## config.mk

```make
export PLATFORM = sky130hd
export DESIGN_NAME = ex_mem_reg
export DESIGN_NICKNAME = d
export VERILOG_FILES = /design/src/rtl/ex_mem_reg.sv
export SDC_FILE = /design/constraint.sdc
export NUM_CORES = 1
export LEC_CHECK = 0
export CAP_MARGIN = 20
export CORE_UTILIZATION = 59
export CTS_BUF_LIST = sky130_fd_sc_hd__clkbuf_4 sky130_fd_sc_hd__clkbuf_8
export CTS_CLUSTER_SIZE = 12
export DETAILED_ROUTE_END_ITERATION = 10
export DONT_BUFFER_PORTS = 1
export GPL_ROUTABILITY_DRIVEN = 0
export PLACE_DENSITY = 0.78
export SLEW_MARGIN = 0
export SYNTH_ARGS = -nofsm -noshare
export SYNTH_HDL_FRONTEND = slang
export SYNTH_SLANG_ARGS = --single-unit
```

## constraint.sdc

```tcl
create_clock -name clk -period 0.8 [get_ports clk]
set_clock_uncertainty 0.05 [all_clocks]
set_input_delay 0.08 -clock clk [delete_from_list [all_inputs] [get_ports clk]]
set_output_delay 0.08 -clock clk [all_outputs]
set_load 0.03 [all_outputs]
```

## src/rtl/ex_mem_reg.sv

```systemverilog
// ---------------------------------------------------------------------------
// ex_mem_reg
// EX/MEM pipeline register of the 5-stage MIPS pipeline. It drives the data
// memory strobes and the word address directly from registers. It carries
// the writeback controls and the ALU result forward to MEM/WB.
//
// Each access is checked for misalignment, an out-of-range address, and
// conflicting read/write controls. A rejected access has its strobes and its
// writeback suppressed, and it raises mem_addr_err.
//
// Parameters
//   ADDR_W : data-memory word-address width (9)
//   DATA_W : datapath width (32)
//
// Ports
//   clk, rst_n            clock, asynchronous active-low reset
//   stall, flush          hold the stage / replace the stage with a bubble
//   ex_*                  fields from the EX stage
//   mem_valid             stage holds a real instruction
//   MemAddr/MemRead/MemWrite/Write_Data   data-memory interface
//   mem_alu_result, mem_rd, mem_reg_write, mem_mem_to_reg   to MEM/WB
//   mem_addr_err          access in this stage was rejected
//
// Optional build macro MEM_ACCESS_CNT_EN adds two counters:
//   ld_cnt : number of accepted loads
//   st_cnt : number of accepted stores
// ---------------------------------------------------------------------------
module ex_mem_reg #(
  parameter int ADDR_W = 9,
  parameter int DATA_W = 32
) (
  input  logic              clk,
  input  logic              rst_n,
  input  logic              stall,
  input  logic              flush,
  input  logic              ex_valid,
  input  logic [DATA_W-1:0] ex_alu_result,
  input  logic [DATA_W-1:0] ex_store_data,
  input  logic [4:0]        ex_rd,
  input  logic              ex_mem_read,
  input  logic              ex_mem_write,
  input  logic              ex_reg_write,
  input  logic              ex_mem_to_reg,
  output logic              mem_valid,
  output logic [ADDR_W-1:0] MemAddr,
  output logic              MemRead,
  output logic              MemWrite,
  output logic [DATA_W-1:0] Write_Data,
  output logic [DATA_W-1:0] mem_alu_result,
  output logic [4:0]        mem_rd,
  output logic              mem_reg_write,
  output logic              mem_mem_to_reg,
  output logic              mem_addr_err
`ifdef MEM_ACCESS_CNT_EN
  ,
  output logic [31:0]       ld_cnt,
  output logic [31:0]       st_cnt
`endif
);

  logic              r_valid;
  logic [ADDR_W-1:0] r_addr;
  logic              r_read;
  logic              r_write;
  logic [DATA_W-1:0] r_wdata;
  logic [DATA_W-1:0] r_alu;
  logic [4:0]        r_rd;
  logic              r_regWrite;
  logic              r_memToReg;
  logic              r_err;

  logic w_access;
  logic w_misaligned;
  logic w_outOfRange;
  logic w_conflict;
  logic w_reject;
  logic w_load;
  logic w_ldAccept;
  logic w_stAccept;

  // The check only applies to a real memory instruction. The upper address
  // bits must be zero so that the byte address fits inside the memory.
  assign w_access     = ex_valid & (ex_mem_read | ex_mem_write);
  assign w_misaligned = |ex_alu_result[1:0];
  assign w_outOfRange = |ex_alu_result[DATA_W-1:ADDR_W+2];
  assign w_conflict   = ex_mem_read & ex_mem_write;
  assign w_reject     = w_access & (w_misaligned | w_outOfRange | w_conflict);
  assign w_load       = ~flush & ~stall;
  assign w_ldAccept   = w_load & ex_valid & ex_mem_read & ~w_reject;
  assign w_stAccept   = w_load & ex_valid & ex_mem_write & ~w_reject;

  // Priority: reset > flush > stall > load. A stall holds everything,
  // including MemWrite, because rewriting the same word is harmless.
  always_ff @(posedge clk or negedge rst_n) begin
    if (!rst_n) begin
      r_valid    <= 1'b0;
      r_addr     <= '0;
      r_read     <= 1'b0;
      r_write    <= 1'b0;
      r_wdata    <= '0;
      r_alu      <= '0;
      r_rd       <= '0;
      r_regWrite <= 1'b0;
      r_memToReg <= 1'b0;
      r_err      <= 1'b0;
    end else if (flush) begin
      r_valid    <= 1'b0;
      r_addr     <= '0;
      r_read     <= 1'b0;
      r_write    <= 1'b0;
      r_wdata    <= '0;
      r_alu      <= '0;
      r_rd       <= '0;
      r_regWrite <= 1'b0;
      r_memToReg <= 1'b0;
      r_err      <= 1'b0;
    end else if (!stall) begin
      // Data fields are captured even for bubbles and for rejected accesses.
      // Only the strobes and writeback are gated.
      r_valid    <= ex_valid;
      r_addr     <= ex_alu_result[ADDR_W+1:2];
      r_wdata    <= ex_store_data;
      r_alu      <= ex_alu_result;
      r_rd       <= ex_rd;
      r_memToReg <= ex_mem_to_reg;
      r_read     <= ex_valid & ex_mem_read & ~w_reject;
      r_write    <= ex_valid & ex_mem_write & ~w_reject;
      r_regWrite <= ex_valid & ex_reg_write & ~w_reject;
      r_err      <= w_reject;
    end
  end

  assign mem_valid      = r_valid;
  assign MemAddr        = r_addr;
  assign MemRead        = r_read;
  assign MemWrite       = r_write;
  assign Write_Data     = r_wdata;
  assign mem_alu_result = r_alu;
  assign mem_rd         = r_rd;
  assign mem_reg_write  = r_regWrite;
  assign mem_mem_to_reg = r_memToReg;
  assign mem_addr_err   = r_err;

`ifdef MEM_ACCESS_CNT_EN
  logic [31:0] r_ldCnt;
  logic [31:0] r_stCnt;

  // The counters survive a flush. Only a loaded, accepted access counts.
  always_ff @(posedge clk or negedge rst_n) begin
    if (!rst_n) begin
      r_ldCnt <= '0;
      r_stCnt <= '0;
    end else begin
      if (w_ldAccept) r_ldCnt <= r_ldCnt + 32'd1;
      if (w_stAccept) r_stCnt <= r_stCnt + 32'd1;
    end
  end

  assign ld_cnt = r_ldCnt;
  assign st_cnt = r_stCnt;
`else
  logic w_unusedAccept;
  assign w_unusedAccept = w_ldAccept | w_stAccept;
`endif

endmodule

```

[After elaboration in Yosys (flattened, before gate mapping)]
Cells that the tools add are included.
Word-level totals
  logic and storage cells: 46
  output and inout bits: 84
  bits of input ports: 78
  register bits after elaboration: 84
Cells by class
  equality and inequality tests: 1
  reductions and logical operators: 2
  muxes and demuxes: 20
  bitwise operators: 13
Operator list (number)
  $mux W32: 4
  $reduce_or A21 Y1: 1
  $mux W9: 2
  $mux W1: 12
  $mux W5: 2
  $and A1 B1 Y1: 9
  $or A1 B1 Y1: 3
  $ne A2 B1 Y1 const B: 1
  $reduce_or A2 Y1: 1
  $not A1 Y1: 1

[Longest topological paths before layout]
  word-level depth: 8
  depth in mapped cells: 5
  gate-level depth less buffers: 4

[Worst setup path after synthesis]
No wires, ideal clock.
  path type: register to register
  start point: register mem_reg_write (netlist name)
  end point: register r_regWrite (netlist: mem_reg_write)
  path buffers: 0
  path slack: -223 ps
  library setup time: 94 ps
  cell stages (with the launch flop): 3
  arrival: 880 ps
  data required time: 656 ps
  period minus slack after synthesis: 1023 ps
  cell sequence: dfrtp_1 > a21oi_1 > a221oi_2
RTL lines
  to (signal assigned): line 128  | r_regWrite <= ex_valid & ex_reg_write & ~w_reject;
  to (decl): line 68  | logic r_regWrite;

[Final worst setup path]
  start point: register r_alu[10] (netlist: mem_alu_result[10])
  end point: output port mem_alu_result[10]
RTL lines
  from (decl): line 66  | logic [DATA_W-1:0] r_alu;
  from (signal assigned): line 123  | r_alu <= ex_alu_result;
  to (decl): line 49  | output logic [DATA_W-1:0] mem_alu_result,
No word-level cell between the ends.

==> reports/summary.json <==
{
  "run_status": {"value": "complete, but fails checks"},
  "violations": {"value": "hold timing, setup timing"},
  "area.growth.synth_to_final": {"value": 43.1, "unit": "%"},
  "cp_top_family": {"value": "flip-flops"},
  "ranking_of_synthesized_cells_by_area": {"value": "sky130_fd_sc_hd__dfrtp_1 (59%), sky130_fd_sc_hd__mux2i_1 (22%), sky130_fd_sc_hd__nor2_1 (8.5%)"},
  "irDropWorstVdd": {"value": 0.00169, "unit": "V"},
  "synth-seq-cells": {"value": 75},
  "top_usage_layer": {"value": "met2"},
  "gr-usage-met1": {"value": 0.296},
  "numPlacedInstances": {"value": 387},
  "dp_worst_setup_slack": {"value": -365, "unit": "ps"},
  "unique_cell_type_count_in_the_yosys_netlist": {"value": 21},
  "die_area": {"value": 0.00573, "unit": "mm2"},
  "power_per_cell_area": {"value": 1950, "unit": "mW/mm2"},
  "holdWs": {"value": -618, "unit": "ps"},
  "final_report_setup_violation_count": {"value": 113},
  "route.detailed.wl_per_inst": {"value": 19.9, "unit": "um"},
  "antenna_violations_before_repair": {"value": 0},
  "ant_nets": {"value": 0},
  "placement.io_buffers": {"value": 0},
  "dpl.hpwl": {"value": 4.79, "unit": "mm"},
  "synth.largest_area_cell": {"value": "sky130_fd_sc_hd__dfrtp_1"},
  "multiInputGateArea": {"value": 0.00126, "unit": "mm2"},
  "drc": {"value": 0},
  "mostFrequentLayoutCell": {"value": "sky130_fd_sc_hd__buf_6"},
  "critPathLaunchType": {"value": "flop"},
  "final_cell_mix": {"value": "sky130_fd_sc_hd__buf_6 (86), sky130_fd_sc_hd__dfrtp_2 (72), sky130_fd_sc_hd__nor2_1 (72), sky130_fd_sc_hd__mux2i_1 (65), sky130_fd_sc_hd__clkbuf_8 (11)"},
  "post-route-min-period": {"value": 1060, "unit": "ps"},
  "timing.critical_path.buf_inv": {"value": 1},
  "largest_reg_flops": {"value": 32},
  "synth.avg_cell_area": {"value": 12.0, "unit": "um2"},
  "design.portCount": {"value": 162},
  "worstPathMaxFanout": {"value": 2},
  "post_synth_instance_area": {"value": 0.00321, "unit": "mm2"},
  "report.final.slew_viol_count": {"value": 0},
  "maxSlewHeadroom": {"value": 0.771},
  "global_route.usage.met2": {"value": 0.473},
  "timing.fmax": {"value": 0.946, "unit": "GHz"},
  "dieHeight": {"value": 75.7, "unit": "um"},
  "synth_sequential_area_ratio": {"value": 0.585},
  "seq_area": {"value": 0.00197, "unit": "mm2"},
  "initial_core_util": {"value": 0.620},
  "setup.worst_path.class": {"value": "flop to primary output"},
  "layout.cells.non_filler": {"value": 421},
  "layout_fillers": {"value": 208},
  "worstHoldPathType": {"value": "input port to asynchronous set/reset pin"},
  "coreArea": {"value": 0.00517, "unit": "mm2"},
  "final.setup.worst_slack": {"value": -257, "unit": "ps"},
  "cts-htree-levels": {"value": 3},
  "gr-total-overflow": {"value": 0},
  "std_cell_rows": {"value": 26},
  "pin_count_of_the_biggest_net_entering_global_routing": {"value": 78},
  "clkLatencyLatePin": {"value": 330, "unit": "ps"},
  "rrSetupSlack": {"value": -150, "unit": "ps"},
  "cts_num_sinks": {"value": 75},
  "power_leakage": {"value": 2.20, "unit": "nW"},
  "worst_setup_path_end_kind": {"value": "primary output"},
  "final_nets": {"value": 424},
  "tightestPinTransition": {"value": 341, "unit": "ps"},
  "r2r-end": {"value": "mem_reg_write"},
  "postSynthNetCount": {"value": 345},
  "track_usage": {"value": 0.270},
  "globalRouteMet3Util": {"value": 0.0714},
  "synthDominantCellAreaShare": {"value": 0.585},
  "reg2reg_depth": {"value": 3},
  "design_power_total": {"value": 0.00895, "unit": "W"},
  "clock_tree_from_tritoncts": {"value": "yes"},
  "cts_inserted_buffers": {"value": 9},
  "die_width": {"value": 75.7, "unit": "um"},
  "yosysWarnings": {"value": 0},
  "crit_arrival": {"value": 930, "unit": "ps"},
  "via_count_of_the_routed_design": {"value": 2389},
  "firstDrtPassIters": {"value": 4},
  "wirelength": {"value": 8.39, "unit": "mm"},
  "worst_setup_hold_path_clk_slew": {"value": 80, "unit": "ps"},
  "first_global_vias": {"value": 2372},
  "cts_hold_buf": {"value": 2},
  "regToRegStartpoint": {"value": "mem_reg_write"},
  "rsz0062_at_grt": {"value": "true"},
  "vias_per_cell": {"value": 5.67},
  "grt_first_pass_wirelength": {"value": 11.1, "unit": "mm"},
  "timing.critical_path.cells": {"value": "buf_6"},
  "min_period_over_period": {"value": 1.32},
  "crit_path_max_delay_cell_type": {"value": "sky130_fd_sc_hd__dfrtp_2"},
  "cts-root-to-sink-buffers": {"value": 2},
  "layout-drive-gt1-share": {"value": 0.558},
  "max_cap_violation_count": {"value": 0},
  "max_stage_delay": {"value": 430, "unit": "ps"},
  "antenna-diode-count": {"value": 0},
  "root_buffer": {"value": "sky130_fd_sc_hd__clkbuf_8"},
  "postSynthCellCount": {"value": 267},
  "drtIter0Drc": {"value": 114},
  "finalHoldViolations": {"value": 148},
  "timing.critical_path.required": {"value": 670, "unit": "ps"}
}
-- what timing repair did --
item | 4_1_cts | 5_1_grt
buffers inserted | 12 | 4
endpoints found under the setup margin | 86 | 135
hold endpoints to repair | 150 | 148
pin swaps | 5 | 16
gates resized for setup | 78 | 24
-- layout make-up --
class                           count  share of cell area
Multi-Input combinational cell    166               0.274
Clock buffer                       11              0.0330
Sequential cell                    75               0.429
Tap cell                           70              0.0191
Clock inverter                      5              0.0164
Timing Repair Buffer               94               0.229
-- report_power, final --
part | switching, W | leakage (nW) | internal (W)
Sequential | 0.000172 | 0.893 | 0.00403
Combinational | 0.000772 | 1.19 | 0.000712
Clock | 0.00135 | 0.119 | 0.00191
Total | 0.00229 | 2.20 | 0.00665
-- through the flow --
step | setup TNS (ps) | utilization | area [um2]
after floorplan | -2730 | - | 3400
after global placement | -1050 | 0.742 | 3840
after detailed placement | -1160 | 0.742 | 3840
after CTS | -20440 | 0.863 | 4470
after global routing | -24110 | 0.887 | 4590
final | -20940 | 0.887 | 4590
-- logic make-up after synthesis --
logic type / after synthesis / share of synthesized area
AOI/OAI and AO/OA: 6 / 0.0168
DFF: 75 / 0.585
buffers and inverters: 26 / 0.0484
muxes: 70 / 0.218
and+or+nand+nor: 90 / 0.131
-- metal layers --
layer  vias to the layer above  wire length [um]
met1                      1187              3150
met3                        28               584
li1                       1051                 -
met4                         0               323
met2                       123              4330
met5                         -                 0
-- synth_stat cells (all sizes together) --
| library cell | count |
|---|---|
| a21oi | 2 |
| a221oi | 1 |
| a22o | 1 |
| a32o | 2 |
| buf | 18 |
| clkbuf | 8 |
| dfrtp | 75 |
| mux2i | 70 |
| nand2 | 3 |
| nand2b | 1 |
| nand3 | 1 |
| nand3b | 1 |
| nand4 | 1 |
| nand4b | 1 |
| nor2 | 73 |
| nor2b | 1 |
| nor3 | 2 |
| nor4 | 5 |
| nor4b | 1 |
-- worst max path at each step --
| stage | to | start | slack, ps | cells after the start |
|---|---|---|---|---|
| finish | mem_alu_result[10] | mem_alu_result[10] | -260 | 1 |
| global route | mem_alu_result[10] | mem_alu_result[10] | -280 | 1 |
| CTS | MemAddr[4] | MemAddr[4] | -250 | 1 |
| detailed placement | mem_reg_write | ex_alu_result[30] | -360 | 4 |
| global placement | mem_reg_write | ex_alu_result[30] | -330 | 4 |
| floorplan | mem_reg_write | ex_alu_result[15] | -210 | 4 |
Power figures use the tool's default switching activity.
